`src/rtl/register_file_if.sv`:
```
// Register file port bundle: two read ports, one write port.
// Master drives addresses and write data, slave returns read data.
interface register_file_if #(
  parameter int XLEN   = 32,
  parameter int ADDR_W = 5
);
  logic              we3;
  logic [ADDR_W-1:0] a1;
  logic [ADDR_W-1:0] a2;
  logic [ADDR_W-1:0] a3;
  logic [XLEN-1:0]   wd3;
  logic [XLEN-1:0]   rd1;
  logic [XLEN-1:0]   rd2;

  modport master (
    output we3, a1, a2, a3, wd3,
    input  rd1, rd2
  );

  modport slave (
    input  we3, a1, a2, a3, wd3,
    output rd1, rd2
  );
endinterface

```
`src/rtl/register_file.sv`:
```
// RV32I integer register file: 32 x XLEN, 2 async reads, 1 sync write.
// x0 is hardwired to zero; reads never bypass a same-cycle write.
module register_file #(
  parameter int XLEN   = 32,
  parameter int ADDR_W = 5
) (
  input logic            clk,
  input logic            rst,
  register_file_if.slave bus
);
  localparam int NREGS = 2 ** ADDR_W;

  logic [XLEN-1:0] regs [NREGS];

  // Sync reset clears all; writes to x0 are dropped.
  always_ff @(posedge clk) begin
    if (rst) begin
      for (int i = 0; i < NREGS; i++) begin
        regs[i] <= '0;
      end
    end else if (bus.we3 && (bus.a3 != '0)) begin
      regs[bus.a3] <= bus.wd3;
    end
  end

  // Combinational reads; x0 forced to zero from time zero.
  always_comb begin
    bus.rd1 = '0;
    bus.rd2 = '0;
    if (bus.a1 != '0) bus.rd1 = regs[bus.a1];
    if (bus.a2 != '0) bus.rd2 = regs[bus.a2];
  end
endmodule

```
`src/flat_wrapper.sv`:
```
// flat-port wrapper written by rule: the top's interface ports become plain ports
module register_file_flat 
#(
  parameter int XLEN   = 32,
  parameter int ADDR_W = 5
)
  (clk, rst, bus_we3, bus_a1, bus_a2, bus_a3, bus_wd3, bus_rd1, bus_rd2);
  register_file_if #(.XLEN(XLEN), .ADDR_W(ADDR_W)) bus_i ();
  input logic clk;
  input logic rst;
  input wire logic [$bits(bus_i.we3)-1:0] bus_we3;
  input wire logic [$bits(bus_i.a1)-1:0] bus_a1;
  input wire logic [$bits(bus_i.a2)-1:0] bus_a2;
  input wire logic [$bits(bus_i.a3)-1:0] bus_a3;
  input wire logic [$bits(bus_i.wd3)-1:0] bus_wd3;
  output wire logic [$bits(bus_i.rd1)-1:0] bus_rd1;
  output wire logic [$bits(bus_i.rd2)-1:0] bus_rd2;
  assign bus_i.we3 = bus_we3;
  assign bus_i.a1 = bus_a1;
  assign bus_i.a2 = bus_a2;
  assign bus_i.a3 = bus_a3;
  assign bus_i.wd3 = bus_wd3;
  assign bus_rd1 = bus_i.rd1;
  assign bus_rd2 = bus_i.rd2;
  register_file #(.XLEN(XLEN), .ADDR_W(ADDR_W)) u_core (.clk(clk), .rst(rst), .bus(bus_i));
endmodule
```
`config.mk`:
```
export PLATFORM = sky130hd
export DESIGN_NAME = register_file_flat
export DESIGN_NICKNAME = d
export VERILOG_FILES = /design/src/rtl/register_file_if.sv /design/src/rtl/register_file.sv /design/src/flat_wrapper.sv
export SDC_FILE = /design/constraint.sdc
export NUM_CORES = 2
export LEC_CHECK = 0
export ABC_AREA = 0
export BUFFER_PORTS_ARGS = -buffer_cell sky130_fd_sc_hd__buf_4
export CAP_MARGIN = 30
export CORE_MARGIN = 1
export CORE_UTILIZATION = 27
export DETAILED_ROUTE_END_ITERATION = 6
export HOLD_SLACK_MARGIN = 0.06
export PLACE_DENSITY = 0.45
export SLEW_MARGIN = 15
export SYNTH_ARGS = -nofsm -noshare
export SYNTH_HDL_FRONTEND = slang
export SYNTH_SLANG_ARGS = --single-unit
```
`constraint.sdc`:
```
create_clock -name clk -period 1.8 [get_ports clk]
set_input_delay 0.18 -clock clk [delete_from_list [all_inputs] [get_ports clk]]
set_output_delay 0.18 -clock clk [all_outputs]
set_load 0.005 [all_outputs]
```
== Yosys cells after proc, flatten, opt, wreduce, memory -nomap -nowiden ==
Memory sizes are Yosys's and may differ from the RTL's.
Cells that the tools add are included.

* Multiplexer cells: 10
* Reduce and logical (&&, ||, !) cells: 5

{| class="wikitable"
|+ Operator list
! operator !! number
|-
| 32-bit two-way mux || 3
|-
| 32-bit OR reduction || 1
|-
| 5-bit nonzero test || 3
|-
| 1-bit two-way mux || 6
|-
| 5-bit two-way mux || 1
|-
| 1-bit logical AND || 1
|}

* Bits in registers: 0
* RAM bits: 1024
* Input bits: 50
* Output and inout bits: 64
* Word-level logic and storage cells: 16
* Memories: 1

{| class="wikitable"
|+ Memory list
! memory !! words !! bits a word !! read ports !! clocked after memory_dff !! write ports !! line !! RTL
|-
| u_core.regs || 32 || 32 || 2 || 0 || 32 || register_file.sv:13 || <nowiki>logic [XLEN-1:0] regs [NREGS];</nowiki>
|}

== Depth between registers and ports, before layout ==
* Word-level depth: 7
* Mapped depth: 8
* Gate-level depth less buffers: 4

== Worst setup path before layout ==
Ideal clock, no wire load.

* Path kind: input port to output port
* From: input bus_a2[0]
* To: output bus_rd2[10]
* Data arrival time: 1.624 ns
* Data required time: 1.620 ns
* Path slack: -0.004 ns
* Stages on the path: 6
* Buffers on the path: 3
* Path through: buf_6 buf_6 buf_2 mux4_2 a221oi_1 a211oi_1

* Longest elaborated chain between the ends: 2
* Elaborated cells between the ends (all ways): 3
* Classes of those cells: mux: 1; reduce/logical: 1; memory: 1

{| class="wikitable"
|+ RTL lines
! item !! line !! RTL
|-
| start, declared || flat_wrapper.sv:13 || <nowiki>input wire logic [$bits(bus_i.a2)-1:0] bus_a2;</nowiki>
|-
| memory 32 x 32 bit or 5-bit nonzero test (tied branches) || -- ||
|-
| 32-bit two-way mux * || register_file.sv:31 || <nowiki>if (bus.a2 != '0) bus.rd2 = regs[bus.a2];</nowiki>
|-
| end, declared || flat_wrapper.sv:17 || <nowiki>output wire logic [$bits(bus_i.rd2)-1:0] bus_rd2;</nowiki>
|}

Every way passes the cells marked *; elsewhere a longest branch is shown, timed or not.

==> impl_summary.md <==
STA
The tightest slew margin relative to the limit is a little over a quarter. The minimum clock period is 2853 ps. The transition time of the tightest slew-check pin is around 1100 ps. Setup repair after global routing could not meet its margin everywhere. The max-slew violation total from the final report is 0. The final-report setup violation count is between 60 and 70. Across all hold checks on the routed design, the worst slack comes to 152.7 ps. The post-route worst setup slack is -1053 ps. The final hold violation count was 0. The fmax is around 350 MHz.

The period utilization is 158.5%.

Critical path
By startpoint and endpoint, the worst setup path is classified as reg2out. Tracing the worst setup path back leads to its startpoint at u_core.regs[28][25]. The startpoint kind of the worst setup timing path is a register.

STA puts the critical path data required time at around 1600 ps. At the worst endpoint, the arrival time is around 2700 ps. The maximum fanout count along the critical path is 2. The kind of end point of the critical path is a primary output.

Status
The flow ran to the end, but the final reports show violations. The final reports fail on negative setup slack.

Drt
After the first detailed-routing iteration, the DRC count stood at around 4100. The count of nets left with antenna violations once routing finished came out at 0. Dividing the detail-routed via count by the number of cells gives 5.254. The overall via count from detail_route is ~38000. Dividing the detail-routed wire length by the instance count gives approximately 33 µm.

For this block, the routed nets add up to 237.1 mm of wire. The number of optimization iterations in the first detailed-route pass is 5. After detailed routing, the number of remaining DRC violations is 0.

Placement
In this run, placement finished with an instance count of slightly below 7000. The wire-length estimate of the detail-placed layout is 161.3 mm. The congestion estimate from routability-driven global placement came to about 0.84. Summing all placed instances gives a cell area of 65780 µm². The quantity of I/O buffers inserted on ports is roughly 110.

Pwr
The maximum vdd drop is 789.1 µV. In this run the static leakage power is 25.92 nW. Per report_power, the combinational group accounts for between 10% and 20% of the total. In this run, flip-flops and latches consume 45.5% of the power. In this run the power density over the cells is 869.2 nW/µm². The switching component of the power is about 17 mW. The share of total power dissipated in the clock network is around 39%. The cell internal power dissipation is approximately 46 mW. Net switching is between 20% and 30% of the power.

Global routing
Entering global routing, the biggest net connects 39 pins. The initial antenna violation count is 28. The overall overflow remaining after global route is 0. The overall global routing resource usage is roughly 23%. The number of global-route vias before repair is 38360. The first global-routing pass estimated ~320 mm of wire.

Floorplanning
The floorplan step defined a die boundary enclosing a little over 200000 µm². The floorplan step set the die width to 453.6 µm. For this design the top-level I/O count stands at between 100 and 150. The starting density of the core is 27.22%. The floorplan step set the die height to around 450 µm.

After floorplanning, the core was divided into 165 placement rows. The total core area is just over 200000 µm².

Logic synthesis
The area of the mapped netlist is roughly 55000 µm². The largest family of logic cells by synthesized area is multiplexers. Counting flops with a built-in enable in the synthesized netlist gives approximately 1000.

The fraction of registers with async set/reset is 0%. Sequential elements use 55.84% of the synthesized area. Multiplexer cells account for a little over a fifth of the synthesized area. After synthesis the netlist holds a flip-flop and latch count of around 1000. The yosys synthesis warning count is 0. The synthesized netlist contains a little over 40 unique library cells. The simple-gate portion of the synthesized area is between 10 and 15%. Among all flip-flop cells after synthesis, the most frequent one is sky130_fd_sc_hd__edfxtp_1. The synthesized netlist devotes roughly 5.2% of its cell area to compound gates. In the synthesized netlist, the number of instances is 3793. The synthesized area divided by synthesized cell count is between 10 and 15 µm².

The adder-cell area share of the yosys netlist is 0%. The area share of xor/xnor cells in the synthesized design is 0%.

Clocking
Counting the buffers created by CTS gives ~120. The root buffer selected by CTS is sky130_fd_sc_hd__clkbuf_16. The CTS tree is done. The register clock-pin slew on the reported worst setup and hold paths is roughly 70 ps. The clock net sink count is ~1000. The H-tree depth is 3.

The worst-case clock buffer depth is 3.

Cells and area
The largest register by flop count is u_core.regs. The share of cells above drive strength 1 is a little under two fifths. The largest registers in the layout are u_core.regs (1024).

The count of nets after finishing is 4479. The area overhead of the layout relative to synthesis is 29.75%. Once layout is complete, the cells apart from fillers number slightly above 7000. The number of flip-flops under the largest register name is around 1000. The finished cells cover between 70000 and 80000 µm².

Worst hold path
The tightest min-delay check is of the in2reg type. In this run the most critical hold path is launched from rst.

Run
The tool flagged a number of max-cap violations equal to 0.
synth_stat cells (all sizes together) (2+ instances only):
| cell type | instances | share of area (%) |
|---|---|---|
| a311oi | 32 | 0.51 |
| a21oi | 32 | 0.29 |
| o221ai | 64 | 1.0 |
| or2 | 32 | 0.36 |
| nand2 | 101 | 0.69 |
| o2111ai | 17 | 0.27 |
| buf | 113 | 1.4 |
| mux4 | 352 | 15 |
| nand3b | 4 | 0.055 |
| or3 | 2 | 0.023 |
| mux2i | 320 | 5.8 |
| or3b | 3 | 0.048 |
| o21ai | 47 | 0.43 |
| mux2 | 64 | 1.3 |
| nor2 | 38 | 0.27 |
| inv | 2 | 0.014 |
| nand2b | 2 | 0.023 |
| edfxtp | 1024 | 56 |
| and2 | 994 | 11 |
| clkbuf | 299 | 2.0 |
| nand4 | 32 | 0.36 |
| a221oi | 47 | 0.93 |
| a22oi | 64 | 0.87 |
| a211oi | 64 | 0.87 |
| nor2b | 37 | 0.42 |
per-layer routing:
layer / routed length [µm] / share of wire, % / GRT usage [%] / vias to the layer above
li1: - / - / - / 15810
met1: 99000 / 42 / 29.96 / 20120
met2: 114500 / 48 / 37.90 / 1630
met3: 15100 / 6.4 / 3.363 / 346
met4: 8431 / 3.6 / 7.659 / 2
met5: 7 / 0.0030 / 0 / -
cell usage in the layout, fill, tap and decap left out, types with 14 or more instances in the layout:
cell	Yosys	layout
sky130_fd_sc_hd__buf_6	13	41
sky130_fd_sc_hd__a211oi_2	0	41
sky130_fd_sc_hd__nor2b_1	37	23
sky130_fd_sc_hd__dlygate4sd3_1	0	32
sky130_fd_sc_hd__buf_4	48	633
sky130_fd_sc_hd__a21oi_1	32	32
sky130_fd_sc_hd__buf_12	0	188
sky130_fd_sc_hd__or2_2	31	32
sky130_fd_sc_hd__mux2_4	0	52
sky130_fd_sc_hd__a211oi_4	0	14
sky130_fd_sc_hd__clkinv_2	0	21
sky130_fd_sc_hd__a311oi_4	0	14
sky130_fd_sc_hd__mux4_2	298	348
sky130_fd_sc_hd__conb_1	1	32
sky130_fd_sc_hd__edfxtp_1	1024	1024
sky130_fd_sc_hd__nor2b_4	0	14
sky130_fd_sc_hd__a221oi_1	31	15
sky130_fd_sc_hd__clkbuf_16	0	118
sky130_fd_sc_hd__a221oi_4	0	14
sky130_fd_sc_hd__o21ai_4	0	14
sky130_fd_sc_hd__nand4_1	32	32
sky130_fd_sc_hd__and2_1	994	993
sky130_fd_sc_hd__o221ai_1	64	64
sky130_fd_sc_hd__mux2i_1	320	320
sky130_fd_sc_hd__nor2_4	0	34
sky130_fd_sc_hd__a22oi_1	64	51
sky130_fd_sc_hd__clkinv_1	0	29
sky130_fd_sc_hd__o21ai_2	0	16
sky130_fd_sc_hd__clkbuf_1	298	33
sky130_fd_sc_hd__nand2_1	101	101
sky130_fd_sc_hd__a221oi_2	16	18
power groups by stage:
stage               clock (mW)  combinational (mW)  sequential (mW)
floorplan                    0                4.17             28.4
global placement             0                8.98             28.7
detailed placement           0                8.99             28.7
CTS                       24.4                9.74             28.3
global route              25.1                10.2             28.4
finish                    24.0                9.82             28.3
through the flow:
| stage | setup TNS, ps | util, % | power (mW) | worst slack (ps) |
|---|---|---|---|---|
| after global placement | -135840 | 32.51 | 37.70 | -1055 |
| after detailed placement | -146630 | 32.51 | 37.74 | -1005 |
| after global routing | -63130 | 35.30 | 63.69 | -1124 |
| after CTS | -62980 | 35.14 | 62.36 | -1229 |
| final | -58140 | 35.32 | 62.11 | -1053 |
| after floorplan | -58.70 | - | 32.59 | -3.686 |
final timing paths:
check                 end  cells past startpoint
max           bus_rd2[25]                      6
min    u_core.regs[0][23]                      3
what timing repair did:
| action | in CTS | in global routing |
|---|---|---|
| setup endpoints to repair | 64 | 64 |
| endpoints found under the hold margin | 992 | 0 |
| buffers inserted | 23 | 19 |
| hold buffers | 32 | 0 |
| resized for setup | 355 | 49 |
| pin swaps | 90 | 51 |
area by class of cell:
class / count / area [µm²]
fill: 19500 / 130900
sequential: 1024 / 30750
multi-input combinational: 2386 / 24250
timing repair buffer: 898 / 9358
tap: 2672 / 3343
clock buffer: 151 / 3077
clock inverter: 68 / 634.4
antenna: 13 / 32.53
inverter: 2 / 10.01
worst max-delay path, cell delays in order (launching register included):
cell	delay [ps]
sky130_fd_sc_hd__edfxtp_1	420
sky130_fd_sc_hd__mux4_2	490
sky130_fd_sc_hd__mux2_4	330
sky130_fd_sc_hd__a221oi_4	270
sky130_fd_sc_hd__buf_6	150
sky130_fd_sc_hd__a211oi_4	70
sky130_fd_sc_hd__buf_6	160
logic make-up (layout without fill, tap and decap cells):
logic type	Yosys count	count (layout)
mux	736	736
compound gates	367	367
flops	1024	1024
other cells	1	45
simple gates	1251	1251
buf+inv	414	1119
No activity file was read; power rests on OpenSTA's default activity.
